<file path="src/rtl/counter_pkg.sv">
// Shared types and geometry constants for the kitchen counter controller.
package counter_pkg;

  // Items that can sit on a counter or in the penguin's hand.
  typedef enum logic [2:0] {
    EMPTY   = 3'd0,
    FISH    = 3'd1,
    RICE    = 3'd2,
    SEAWEED = 3'd3,
    SUSHI   = 3'd4,
    PLATE   = 3'd5
  } item_t;

  typedef enum logic [2:0] {
    S_IDLE   = 3'd0,
    S_DIVIDE = 3'd1,
    S_CHECK  = 3'd2,
    S_ACCESS = 3'd3,
    S_REJECT = 3'd4
  } state_t;

  // Counter geometry in screen pixels: counters are 40 px apart, the wall
  // blocks report a corner 20 px into the pitch, and the two rows sit at
  // fixed Y positions.
  localparam logic [9:0] COUNTER_PITCH  = 10'd40;
  localparam logic [9:0] COUNTER_OFFSET = 10'd20;
  localparam logic [9:0] ROW_Y_MID      = 10'd220;
  localparam logic [9:0] ROW_Y_BOT      = 10'd380;

  // Bottom-right counter, used as the bin when trash support is built in.
  localparam logic [4:0] TRASH_SLOT = 5'd31;

endpackage

</file>
<file path="src/rtl/counter_slot_decode.sv">
// Iterative coordinate-to-slot decoder. X is reduced by repeated subtraction
// of the counter pitch (one step per cycle while 'step' is high); the column
// is the number of subtractions. The owner FSM loads it with 'start', steps it
// until 'divdone' or 'err', then reads 'valid' and 'slot'.
import counter_pkg::*;

module counter_slot_decode #(
  parameter int MAX_COL = 15
) (
  input  logic       clk,
  input  logic       rst,
  input  logic       start,
  input  logic       step,
  input  logic [9:0] x,
  input  logic [9:0] y,
  output logic       divdone,
  output logic       err,
  output logic       valid,
  output logic [4:0] slot
);

  localparam logic [4:0] MAX_COL_W = 5'(MAX_COL);

  logic [9:0] rem;
  logic [4:0] col;
  logic [9:0] ylat;
  logic       row;

  // Latch the request coordinates, then subtract one pitch per step.
  // Stepping stops once the column has run past the last legal counter.
  always_ff @(posedge clk or posedge rst) begin
    if (rst) begin
      rem  <= '0;
      col  <= '0;
      ylat <= '0;
    end else if (start) begin
      rem  <= x;
      col  <= '0;
      ylat <= y;
    end else if (step && (rem >= COUNTER_PITCH) && !err) begin
      rem <= rem - COUNTER_PITCH;
      col <= col + 5'd1;
    end
  end

  assign divdone = (rem < COUNTER_PITCH);
  assign err     = (col > MAX_COL_W);
  assign row     = (ylat == ROW_Y_BOT);
  assign valid   = (rem == COUNTER_OFFSET) &&
                   ((ylat == ROW_Y_MID) || (ylat == ROW_Y_BOT));
  assign slot    = {row, col[3:0]};

endmodule

</file>
<file path="src/rtl/counter_interact.sv">
// Pick-up/place controller for the kitchen counters. A fresh press of the
// interact key while touching a counter decodes the counter's slot and swaps
// the item between the penguin's hand and that slot. Owns the 32-entry item
// store read back by the renderer.
//
// Optional build macro: COUNTER_TRASH_EN -- slot {1,15} becomes a bin that
// swallows whatever is placed into it and never yields an item.
//
// The hook* ports are a direct store write used to preload counters for
// bring-up and test; tie hookWe low in normal use.
//
// state    | meaning
// ---------+-----------------------------------------------------------
// S_IDLE   | waiting for a key edge while touching a counter
// S_DIVIDE | decoder reducing X to a column, one pitch per cycle
// S_CHECK  | decoder result checked for alignment and a legal row
// S_ACCESS | swap applied, done pulsed
// S_REJECT | request dropped, rejected pulsed
import counter_pkg::*;

module counter_interact #(
  parameter logic [7:0] KEY_INTERACT = 8'h2C,
  parameter int         MAX_COL      = 15
) (
  input  logic       Clk,
  input  logic       Reset,
  input  logic [7:0] keycode,
  input  logic       touchingFlag,
  input  logic [9:0] nearestCounterX,
  input  logic [9:0] nearestCounterY,
  input  logic [4:0] rdSlot,
  input  logic       hookWe,
  input  logic [4:0] hookSlot,
  input  logic [2:0] hookItem,
  output logic [2:0] rdItem,
  output logic [2:0] heldItem,
  output logic       busy,
  output logic       done,
  output logic       rejected
);

  state_t     state;
  logic       prevKey;
  logic       keyNow;
  logic       keyHit;
  logic       start;
  logic       divdone;
  logic       err;
  logic       valid;
  logic [4:0] slot;
  logic [2:0] store [32];
  logic [2:0] slotItem;

  assign keyNow   = (keycode == KEY_INTERACT);
  assign keyHit   = keyNow && !prevKey;
  assign start    = (state == S_IDLE) && keyHit && touchingFlag;
  assign busy     = (state != S_IDLE);
  assign slotItem = store[slot];

  counter_slot_decode #(.MAX_COL(MAX_COL)) u_decode (
    .clk     (Clk),
    .rst     (Reset),
    .start   (start),
    .step    (state == S_DIVIDE),
    .x       (nearestCounterX),
    .y       (nearestCounterY),
    .divdone (divdone),
    .err     (err),
    .valid   (valid),
    .slot    (slot)
  );

  // Request sequencing, hand/store swap, renderer read port and pulses.
  // A swap in ACCESS overrides a preload to the same slot in that cycle.
  always_ff @(posedge Clk or posedge Reset) begin
    if (Reset) begin
      state    <= S_IDLE;
      prevKey  <= 1'b0;
      heldItem <= '0;
      rdItem   <= '0;
      done     <= 1'b0;
      rejected <= 1'b0;
      for (int i = 0; i < 32; i++) store[i] <= '0;
    end else begin
      done     <= 1'b0;
      rejected <= 1'b0;
      prevKey  <= keyNow;
      rdItem   <= store[rdSlot];
      if (hookWe) store[hookSlot] <= hookItem;
      case (state)
        S_IDLE: begin
          if (start) state <= S_DIVIDE;
        end
        S_DIVIDE: begin
          if (err)          state <= S_REJECT;
          else if (divdone) state <= S_CHECK;
        end
        S_CHECK: begin
          state <= valid ? S_ACCESS : S_REJECT;
        end
        S_ACCESS: begin
`ifdef COUNTER_TRASH_EN
          if (slot == TRASH_SLOT) begin
            if (heldItem != EMPTY) begin
              heldItem    <= EMPTY;
              store[slot] <= EMPTY;
            end
          end else
`endif
          if ((heldItem == EMPTY) && (slotItem != EMPTY)) begin
            heldItem    <= slotItem;
            store[slot] <= EMPTY;
          end else if ((heldItem != EMPTY) && (slotItem == EMPTY)) begin
            store[slot] <= heldItem;
            heldItem    <= EMPTY;
          end
          done  <= 1'b1;
          state <= S_IDLE;
        end
        S_REJECT: begin
          rejected <= 1'b1;
          state    <= S_IDLE;
        end
        default: state <= S_IDLE;
      endcase
    end
  end

endmodule
</file>
<file path="config.mk">
export PLATFORM = sky130hd
export DESIGN_NAME = counter_interact
export DESIGN_NICKNAME = d
export VERILOG_FILES = /design/src/rtl/counter_pkg.sv /design/src/rtl/counter_slot_decode.sv /design/src/rtl/counter_interact.sv
export SDC_FILE = /design/constraint.sdc
export NUM_CORES = 1
export LEC_CHECK = 0
export CAP_MARGIN = 30
export CORE_ASPECT_RATIO = 1.2
export CORE_MARGIN = 4
export CORE_UTILIZATION = 40
export DETAILED_ROUTE_END_ITERATION = 16
export PLACE_DENSITY = 0.65
export RECOVER_POWER = 50
export SYNTH_ARGS = -nofsm -noshare
export SYNTH_HDL_FRONTEND = slang
export SYNTH_SLANG_ARGS = --single-unit
export TNS_END_PERCENT = 1
</file>
<file path="constraint.sdc">
create_clock -name Clk -period 12.2 [get_ports Clk]
set_clock_uncertainty 0.1 [all_clocks]
set_input_delay 3.05 -clock Clk [delete_from_list [all_inputs] [get_ports Clk]]
set_output_delay 3.05 -clock Clk [all_outputs]
set_load 0.005 [all_outputs]
</file>
==> flow_summary.ini <==
[status]
status = finished, violations left
violations = capacitance limit, slew limit

[setup_path]
r2r-start = u_decode.col[0]
worst_setup_path_start_kind = input port
crit_arrival_ps = 6100
crit_fanout = 69
r2r_end = store[42]
cp-startpoint = Reset
path_class = input port to async pin
endpoint_kind = async pin
worst_ep_required_time_ps = 12670
reg2reg_depth = 11
r2r_slack_ps = 6660

[global_route]
grt_pass1_vias = 6856
grt_max_degree = 76
grt_use_total = 0.223
grt-ovfl-total = 0
grt_pass1_wl_um = 39100
grt_antenna_before_repair = 0

[power_and_ir_drop]
p_leak_nw = 3.58
peakVddDrop_uv = 107
power_mw = 1.41
p_per_area_nw_per_um2 = 150

[cts]
cts_buffers = 17
clockRootBuffer = clkbuf_16
cts_tree = done
post_cts_buffers = 0
postCtsHoldBufs = 0
clock_sinks = 133
clk_pin_slew_ps = 60
clkLatencyLatePin_ps = 430
h-tree-depth = 4
cts_buffer_depth = 2
post_cts_resized = 0

[route]
postRouteAntennaNets = 0
vias_per_cell = 6.30
wl_met2_um = 12400
post_drt_wl_per_cell_um = 22.9
met1_length_um = 9850
drt-total-wl_um = 25200
drc = 0
top_layer = met4
route.met3.wl_um = 1800
dr.pass1.iters = 7
vias = 6922
drt-initial-drc-count = 729

[logic_synthesis]
ys_ff_latch = 133
async_flop_share = 1.00
synth-main-ff-cell = dfrtp_1
seq_area_frac_synth = 0.409
syn_nets = 864
netlist_area_um2 = 8150
synth_top_area_share = 0.409
netlist_top_cells_area = dfrtp_1, mux4_2, nand2_1
synth_largest_area_cell = dfrtp_1
yosysWarnings = 0
avgSynthCellArea_um2 = 10.0
netlist_instances = 811
synth_cell_type_count = 53
synth-edff-count = 0

[timing]
worst_slew_pin_slew_ps = 2780
slew_headroom = -0.861
tns_ps = 0
fin_crit_sh = 0.462
rsz0062_at_grt = no
finalHoldViolations = 0
setup_viol = 0
fmax_mhz = 178
period_needed_ps = 5630
slew_viol_final = 60

[cells_and_area]
diodes = 0
post_route_cells_drive_above_1_share = 0.140
area_delta_synth_final_pct = 15.6
nets = 878

[hold_path]
hold_path_class = flop to flop
worstHoldPathCells = 2
holdCritStartpoint = u_decode.rem[2]
min_to = u_decode.rem[2]

[placement]
port_buffers = 53
gp_congestion = 0.854
place_hpwl_um = 16500

[die]
core-area_um2 = 19800
die-area_um2 = 22700
start_util = 0.412
fp.dieW_um = 138
rows = 56
io_pins = 54
fp.dieH_um = 164

[job]
max_cap_violations = 1
[worst max-delay path, cell delays in order]
cell and delay [ps]:
dlygate4sd3_1 550, clkinvlp_2 1560, clkbuf_1 490, buf_16 370
[logic make-up (layout without fill, tap and decap cells)]
kind of cell    after synthesis  in the layout  synth area share
buf+inv                      87            114            0.0433
simple gates                333            333             0.188
mux                          96             96             0.201
fa+ha+maj                     8              8            0.0123
flops                       133            133             0.409
xor+xnor                      8              8           0.00860
compound gates              146            146             0.138
[per-stage QoR]
step / setup WS (ps) / instance area, µm² / instances / hold slack (ps) / utilization
2_1_floorplan: 5500 / 8150 / 811 / 336 / -
3_3_place_gp: 6260 / 8790 / 1064 / 352 / 0.445
3_5_place_dp: 6540 / 8810 / 1065 / 357 / 0.446
4_1_cts: 6990 / 9390 / 1097 / 371 / 0.475
5_1_grt: 6130 / 9420 / 1099 / 385 / 0.477
6_report: 6570 / 9420 / 1099 / 367 / 0.477
[routing by layer]
layer,vias up,GRT usage
met1,3456,0.276
li1,3055,-
met5,-,0
met3,77,0.0443
met4,0,0.101
met2,334,0.381
[sequential cells by signal (all words and copies together) (netlist names)]
signal / flops
u_decode.rem: 10
u_decode.ylat: 10
rdItem: 3
done: 1
heldItem: 3
prevKey: 1
store: 96
rejected: 1
u_decode.col: 5
state: 3
[synth_stat cells (3+ instances only)]
cell type / number
nand2_1: 166
dfrtp_1: 133
a32oi_1: 63
nand3_1: 55
mux4_2: 54
clkbuf_1: 44
nor2_1: 43
mux2i_1: 39
a22oi_1: 32
o21ai_0: 24
and2_1: 16
buf_1: 16
a21oi_1: 13
inv_1: 13
buf_2: 12
nor3_1: 10
ha_1: 8
nand3b_1: 6
nor3b_1: 6
xnor2_1: 5
and3_1: 4
nand2b_1: 4
a22o_1: 3
mux2_2: 3
or3_1: 3
xor2_1: 3
[layout make-up]
type                            instances  area (µm²)
Fill cell                            1889       10300
Multi-Input combinational cell        591        4480
Sequential cell                       133        3330
Timing Repair Buffer                   69         651
Clock buffer                           22         454
Tap cell                              261         327
Clock inverter                         10         130
Inverter                               13        50.0
[how the worst max path moves through the flow]
stage	end	slack, ps
finish	store[63]	6570
global route	store[76]	6130
CTS	u_decode.rem[8]	6990
detailed placement	u_decode.rem[8]	6540
global placement	state[1]	6260
floorplan	done	5500
[placed cells by master (no fill, tap or decap), types with 5 or more instances in the layout]
cell type        count
nor3_1              10
clkdlybuf4s50_1     47
clkinv_2             5
a22oi_1             32
and2_1              16
dfrtp_1            133
buf_4               12
nand3_1             55
ha_1                 8
clkbuf_16           17
a32oi_1             63
a21oi_1             13
xnor2_1              5
o21ai_0             24
clkbuf_1             6
nand3b_1             6
nand2_1            166
mux4_2              54
inv_1               12
mux2i_1             39
nor2_1              43
[report_power, final]
group / internal, mW / switching (mW) / leakage (nW) / total [mW]
Combinational: 0.167 / 0.131 / 1.80 / 0.298
Sequential: 0.521 / 0.0714 / 1.50 / 0.592
Clock: 0.325 / 0.196 / 0.284 / 0.521
(Power assumes the default switching activity.)
